### src/rtl/hdc_search_pkg.sv
// Shared configuration for the class hypervector search block.
// Holds the default geometry of the class ROM (frame width, frames per
// hypervector, class count), the index and distance widths derived from it,
// and the search FSM state encoding.
package hdc_search_pkg;

  localparam int FRAME_W     = 64;
  localparam int NUM_FRAMES  = 3;
  localparam int NUM_CLASSES = 8;
  localparam int CLASS_ID_W  = 3;
  localparam int FRAME_IDX_W = 2;
  localparam int DIST_W      = 8;

  typedef enum logic [1:0] {
    S_LOAD   = 2'd0,
    S_SEARCH = 2'd1,
    S_DONE   = 2'd2
  } state_t;

endpackage

### src/rtl/hvec_popcount.sv
// Combinational population count of one hypervector frame.
// Ports:
//   vec  in   FRAME_W  frame to count
//   cnt  out  CNT_W    number of set bits in vec
module hvec_popcount #(
  parameter int FRAME_W = 64,
  parameter int CNT_W   = $clog2(FRAME_W + 1)
) (
  input  logic [FRAME_W-1:0] vec,
  output logic [CNT_W-1:0]   cnt
);

  always_comb begin
    cnt = '0;
    for (int i = 0; i < FRAME_W; i++) begin
      cnt = cnt + CNT_W'(vec[i]);
    end
  end

endmodule

### src/rtl/class_hvec_search.sv
// Associative-search reader for the class hypervector ROM.
// Buffers one query hypervector (NUM_FRAMES frames, frame 0 first), then
// walks every class/frame pair of the ROM, one pair per cycle, summing the
// per-frame Hamming distance. The class with the smallest total distance
// (ties go to the lower class id) is returned through a valid/ready port.
//
// Optional build macro HVEC_SEARCH_EARLY_ABORT_EN: a class is abandoned as
// soon as its partial distance reaches the current minimum, shortening the
// search without changing the result.
//
// Ports:
//   clk, rst        clock, synchronous active-high reset
//   query_frame_in  query frame data       (with query_valid / query_ready)
//   frame_id        class select to ROM    (0 outside the search)
//   frame_index     frame select to ROM    (0 outside the search)
//   class_vec_in    ROM data, combinational from frame_id/frame_index
//   pred_valid      result valid           (with pred_ready)
//   pred_class      winning class id
//   pred_dist       Hamming distance of the winning class
module class_hvec_search
  import hdc_search_pkg::*;
#(
  parameter int FRAME_W     = hdc_search_pkg::FRAME_W,
  parameter int NUM_FRAMES  = hdc_search_pkg::NUM_FRAMES,
  parameter int NUM_CLASSES = hdc_search_pkg::NUM_CLASSES,
  parameter int CLASS_ID_W  = hdc_search_pkg::CLASS_ID_W,
  parameter int FRAME_IDX_W = hdc_search_pkg::FRAME_IDX_W,
  parameter int DIST_W      = hdc_search_pkg::DIST_W
) (
  input  logic                   clk,
  input  logic                   rst,
  input  logic [FRAME_W-1:0]     query_frame_in,
  input  logic                   query_valid,
  output logic                   query_ready,
  output logic [CLASS_ID_W-1:0]  frame_id,
  output logic [FRAME_IDX_W-1:0] frame_index,
  input  logic [FRAME_W-1:0]     class_vec_in,
  output logic                   pred_valid,
  input  logic                   pred_ready,
  output logic [CLASS_ID_W-1:0]  pred_class,
  output logic [DIST_W-1:0]      pred_dist
);

  localparam int POP_W = $clog2(FRAME_W + 1);
  localparam logic [FRAME_IDX_W-1:0] LAST_FRM = FRAME_IDX_W'(NUM_FRAMES - 1);
  localparam logic [CLASS_ID_W-1:0]  LAST_CLS = CLASS_ID_W'(NUM_CLASSES - 1);

  state_t                 state, state_n;
  logic [FRAME_IDX_W-1:0] load_idx;
  logic [FRAME_IDX_W-1:0] frm;
  logic [CLASS_ID_W-1:0]  cls;
  logic [CLASS_ID_W-1:0]  best;
  logic [DIST_W-1:0]      acc;
  logic [DIST_W-1:0]      acc_n;
  logic [DIST_W-1:0]      min_dist;
  logic [FRAME_W-1:0]     query_buf [NUM_FRAMES];
  logic [POP_W-1:0]       pop;

  logic load_hs;
  logic pred_hs;
  logic in_search;
  logic last_frm;
  logic abort;
  logic class_end;
  logic class_win;

  hvec_popcount #(
    .FRAME_W (FRAME_W),
    .CNT_W   (POP_W)
  ) u_popcount (
    .vec (query_buf[frm] ^ class_vec_in),
    .cnt (pop)
  );

  // Popcount of one frame cannot exceed FRAME_W, and the full sum stays below
  // 2**DIST_W-1, so the accumulator never wraps.
  assign acc_n = acc + {{(DIST_W - POP_W){1'b0}}, pop};

  always_comb begin
    state_n     = state;
    query_ready = (state == S_LOAD) && !rst;
    pred_valid  = (state == S_DONE);
    in_search   = (state == S_SEARCH);
    frame_id    = in_search ? cls : '0;
    frame_index = in_search ? frm : '0;
    pred_class  = pred_valid ? best : '0;
    pred_dist   = pred_valid ? min_dist : '0;
    load_hs     = query_valid && query_ready;
    pred_hs     = pred_valid && pred_ready;
    last_frm    = (frm == LAST_FRM);
`ifdef HVEC_SEARCH_EARLY_ABORT_EN
    // A partial sum already at the minimum can only tie or lose, and ties
    // keep the earlier class, so the rest of this class is irrelevant.
    abort       = in_search && !last_frm && (acc_n >= min_dist);
`else
    abort       = 1'b0;
`endif
    class_end   = in_search && (last_frm || abort);
    class_win   = in_search && last_frm && (acc_n < min_dist);

    case (state)
      S_LOAD:   if (load_hs && (load_idx == LAST_FRM)) state_n = S_SEARCH;
      S_SEARCH: if (class_end && (cls == LAST_CLS))    state_n = S_DONE;
      S_DONE:   if (pred_hs)                           state_n = S_LOAD;
      default:  state_n = S_LOAD;
    endcase
  end

  always_ff @(posedge clk) begin
    if (rst) state <= S_LOAD;
    else     state <= state_n;
  end

  always_ff @(posedge clk) begin
    if (rst) begin
      load_idx <= '0;
      cls      <= '0;
      frm      <= '0;
      acc      <= '0;
      best     <= '0;
      min_dist <= '1;
    end else begin
      if (load_hs) begin
        load_idx <= (load_idx == LAST_FRM) ? '0 : load_idx + FRAME_IDX_W'(1);
      end
      if (in_search) begin
        if (class_end) begin
          acc <= '0;
          frm <= '0;
          // cls wraps to 0 after the last class, ready for the next query.
          cls <= (cls == LAST_CLS) ? '0 : cls + CLASS_ID_W'(1);
          if (class_win) begin
            min_dist <= acc_n;
            best     <= cls;
          end
        end else begin
          acc <= acc_n;
          frm <= frm + FRAME_IDX_W'(1);
        end
      end
      if (pred_hs) begin
        load_idx <= '0;
        min_dist <= '1;
      end
    end
  end

  // Query frame storage: pure data, overwritten on every load.
  always_ff @(posedge clk) begin
    if (load_hs) query_buf[load_idx] <= query_frame_in;
  end

endmodule

### config.mk
export PLATFORM = sky130hd
export DESIGN_NAME = class_hvec_search
export DESIGN_NICKNAME = d
export VERILOG_FILES = /design/src/rtl/hdc_search_pkg.sv /design/src/rtl/hvec_popcount.sv /design/src/rtl/class_hvec_search.sv
export SDC_FILE = /design/constraint.sdc
export NUM_CORES = 1
export LEC_CHECK = 0
export ABC_AREA = 1
export CORE_ASPECT_RATIO = 0.5
export CORE_MARGIN = 2
export CORE_UTILIZATION = 31
export DETAILED_ROUTE_END_ITERATION = 7
export PLACE_DENSITY = 0.48
export SLEW_MARGIN = 10
export SYNTH_ARGS = -nofsm -noshare
export SYNTH_HDL_FRONTEND = slang
export SYNTH_HIERARCHICAL = 1
export SYNTH_SLANG_ARGS = --single-unit
export TNS_END_PERCENT = 10
### constraint.sdc
create_clock -name clk -period 9.8 [get_ports clk]
set_clock_uncertainty 0.15 [all_clocks]
set_input_delay 2.45 -clock clk [delete_from_list [all_inputs] [get_ports clk]]
set_output_delay 2.45 -clock clk [all_outputs]
set_load 0.03 [all_outputs]
==> metrics.md <==
| Metric | Value |
|---|---|
| CTS Buf Count | `24` |
| Vias post-DR | `7369` |
| HPWL Detailed | `17700 um` |
| Detailed-route wire length per cell | `15.7 um` |
| I/O pin count | `150` |
| Clock-pin slew on the worst setup and hold paths | `0.06 ns` |
| Mux cell area share after synthesis | `0` |
| Setup repair after global routing missed its margin | `true` |
| Total Wirelength | `26800 um` |
| Most common cell on crit path | `fa_1` |
| Synth Area in Adders | `0.136` |
| CP max stage cell | `fa_1` |
| Critical path data required time | `10.07 ns` |
| Final setup TNS | `0 ns` |
| Global-route wire length before repair | `41700 um` |
| Buffers & Inverters on Critical Path | `6` |
| Worst-case clock buffer depth | `3` |
| Tcrit/Tclk final | `0.979` |
| Syn Std Cell Area | `11200 um2` |
| Initial antenna violation count | `0` |
| Critical path's top delay family | `adder cells` |
| Die area | `37800 um2` |
| Die Y | `138 um` |
| Final Hold Fails | `0` |
| Clk Latency, worst-skew pair | `0.53 ns` |
| Yosys reg bits | `222` |
| Post-Syn Nets | `1232` |
| Die width | `273 um` |
| Core ar. | `35700 um2` |
| Startpoint Class | `input pin` |
| CP endpoint kind | `flop` |
| Commonest non-fill, non-tap cell in the layout | `nand2_1` |
| Final slew viol count | `0` |
| # rows | `49` |
| Normalized max-slew margin | `0.289` |
| Number of antenna cells inserted | `0` |
| Kind of critical path | `in -> reg` |
| Post-Syn Instances | `1011` |
| CP max FO | `8` |
| Total GRT Usage | `0.142` |
| Largest stage delay on the critical path | `0.57 ns` |
| Synth warn | `6` |
| Nets@finish | `1421` |
| Post-synthesis sequential area ratio | `0.568` |
| Pre-Repair DR Iteration Count | `7` |
| DRC | `0` |
| Starting Density | `0.313` |
| Sink Count | `222` |
| Syn Area/Cell | `11.1 um2` |
| Post-Synth Simple-Gate Area | `0.132` |
| CTS tree | `built` |
| 1st-iter DRT viols | `277` |
| Hold Path Class | `reg -> reg` |
| F_max | `104 MHz` |
| P&R area growth vs syn | `30.1%` |
| Layout cells sized above 1 | `0.134` |
| Max cap viols | `0` |
| Compound-gate portion of the synthesized area | `0.0432` |
| Post-Synth XOR/XNOR Area | `0.0539` |
| Gpl congestion | `0.797` |
| Largest family of logic cells by synthesized area | `adder cells` |
| Vias in the first global route | `7756` |
| Port bufs | `149` |
| Commonest non-fill, non-tap cells in the layout | `nand2_1, edfxtp_1, inv_1` |
| Htree depth | `1` |
| Worst-Margin Slew | `1.07 ns` |
| Status | `completed` |
| Period minus WS final | `9.59 ns` |
| Post-Route Utilization | `0.408` |
| Final ANT Viol Nets | `0` |
| Worst EP arrival | `9.86 ns` |
| DR vias/cell | `4.33` |
| Yosys cell types | `29` |
| Root buf cell | `clkbuf_16` |
| Gr ovfl total | `0` |
| Final setup viols | `0` |
| Reg2reg setup slack | `0.76 ns` |
| CTS Hold Bufs | `0` |
| Pin count of the biggest net entering global routing | `89` |
sequential cells by signal, indices dropped and copies added, names as in the netlist, named ones only:
name and cells:
frm 2, load_idx 2, cls 3, state 2, min_dist 8, best 3
acc 8, query_buf 192
worst paths after layout:
path                    startpoint     endpoint  cells after the start
setup reg to reg              flop  min_dist[4]                     36
hold / removal         min_dist[2]  min_dist[2]                      2
setup / recovery  class_vec_in[37]  min_dist[4]                     32
hold reg to reg        min_dist[2]  min_dist[2]                      2
tightest hold or removal path, stage by stage, from the launching register on:
cell     delay, ns
dfxtp_1       0.33
nand2_1       0.05
nand3_1       0.05
repair_timing:
action                     in CTS  in global routing
pin swaps                      56                 59
setup endpoints to repair      11                 12
resized for setup              57                 64
gates cloned                    2                  0
hold endpoints to repair        0                  0
setup buffers                  12                  1
final cells by class:
| cell class | instances | area, um2 |
|---|---|---|
| Clock inverter | 16 | 118 |
| Multi-Input combinational cell | 602 | 4430 |
| Timing Repair Buffer | 192 | 1840 |
| Inverter | 158 | 594 |
| Tap cell | 484 | 606 |
| Clock buffer | 27 | 612 |
| Fill cell | 3398 | 21200 |
| Sequential cell | 222 | 6370 |
layer usage:
metal,track usage,vias up,wire length [um]
met2,0.258,88,13900
li1,-,3696,-
met1,0.177,3557,11600
met3,0.0250,28,869
met5,0,-,0
met4,0.0272,0,411
cells by family after synthesis:
| family | count (synthesis) |
|---|---|
| AOI/OAI and AO/OA | 94 |
| xor gates and xnor gates | 69 |
| adders and majority gates | 89 |
| buffers and inverters | 189 |
| DFF | 222 |
| and+or+nand+nor | 348 |
stage by stage:
stage | setup WS, ns | instance area (um2) | hold WS (ns) | instances
floorplan | 0.0305 | 11200 | 0.279 | 1011
detailed placement | -0.868 | 13400 | 0.297 | 1643
global placement | -0.761 | 13400 | 0.291 | 1643
finish | 0.206 | 14600 | 0.321 | 1701
global route | -0.0978 | 14600 | 0.347 | 1701
CTS | 0.00185 | 14400 | 0.313 | 1700
cells in the mapped netlist (all sizes together):
| cell | n | area, um2 |
|---|---|---|
| nand2 | 217 | 835 |
| edfxtp | 192 | 5770 |
| inv | 158 | 593 |
| nand3 | 95 | 480 |
| o21ai | 66 | 330 |
| xnor2 | 66 | 578 |
| fa | 55 | 1100 |
| ha | 34 | 425 |
| dfxtp | 30 | 601 |
| nor2 | 30 | 120 |
| a21oi | 24 | 124 |
| buf | 16 | 90.1 |
| clkbuf | 15 | 56.3 |
| a211oi | 4 | 30.0 |
| nand4 | 3 | 18.8 |
| xor2 | 3 | 26.3 |
| nor3 | 2 | 21.3 |
| nand3b | 1 | 7.51 |
Power is not shown: default switching activity piles up to over one toggle a cycle in this logic, so the estimate is an artifact.
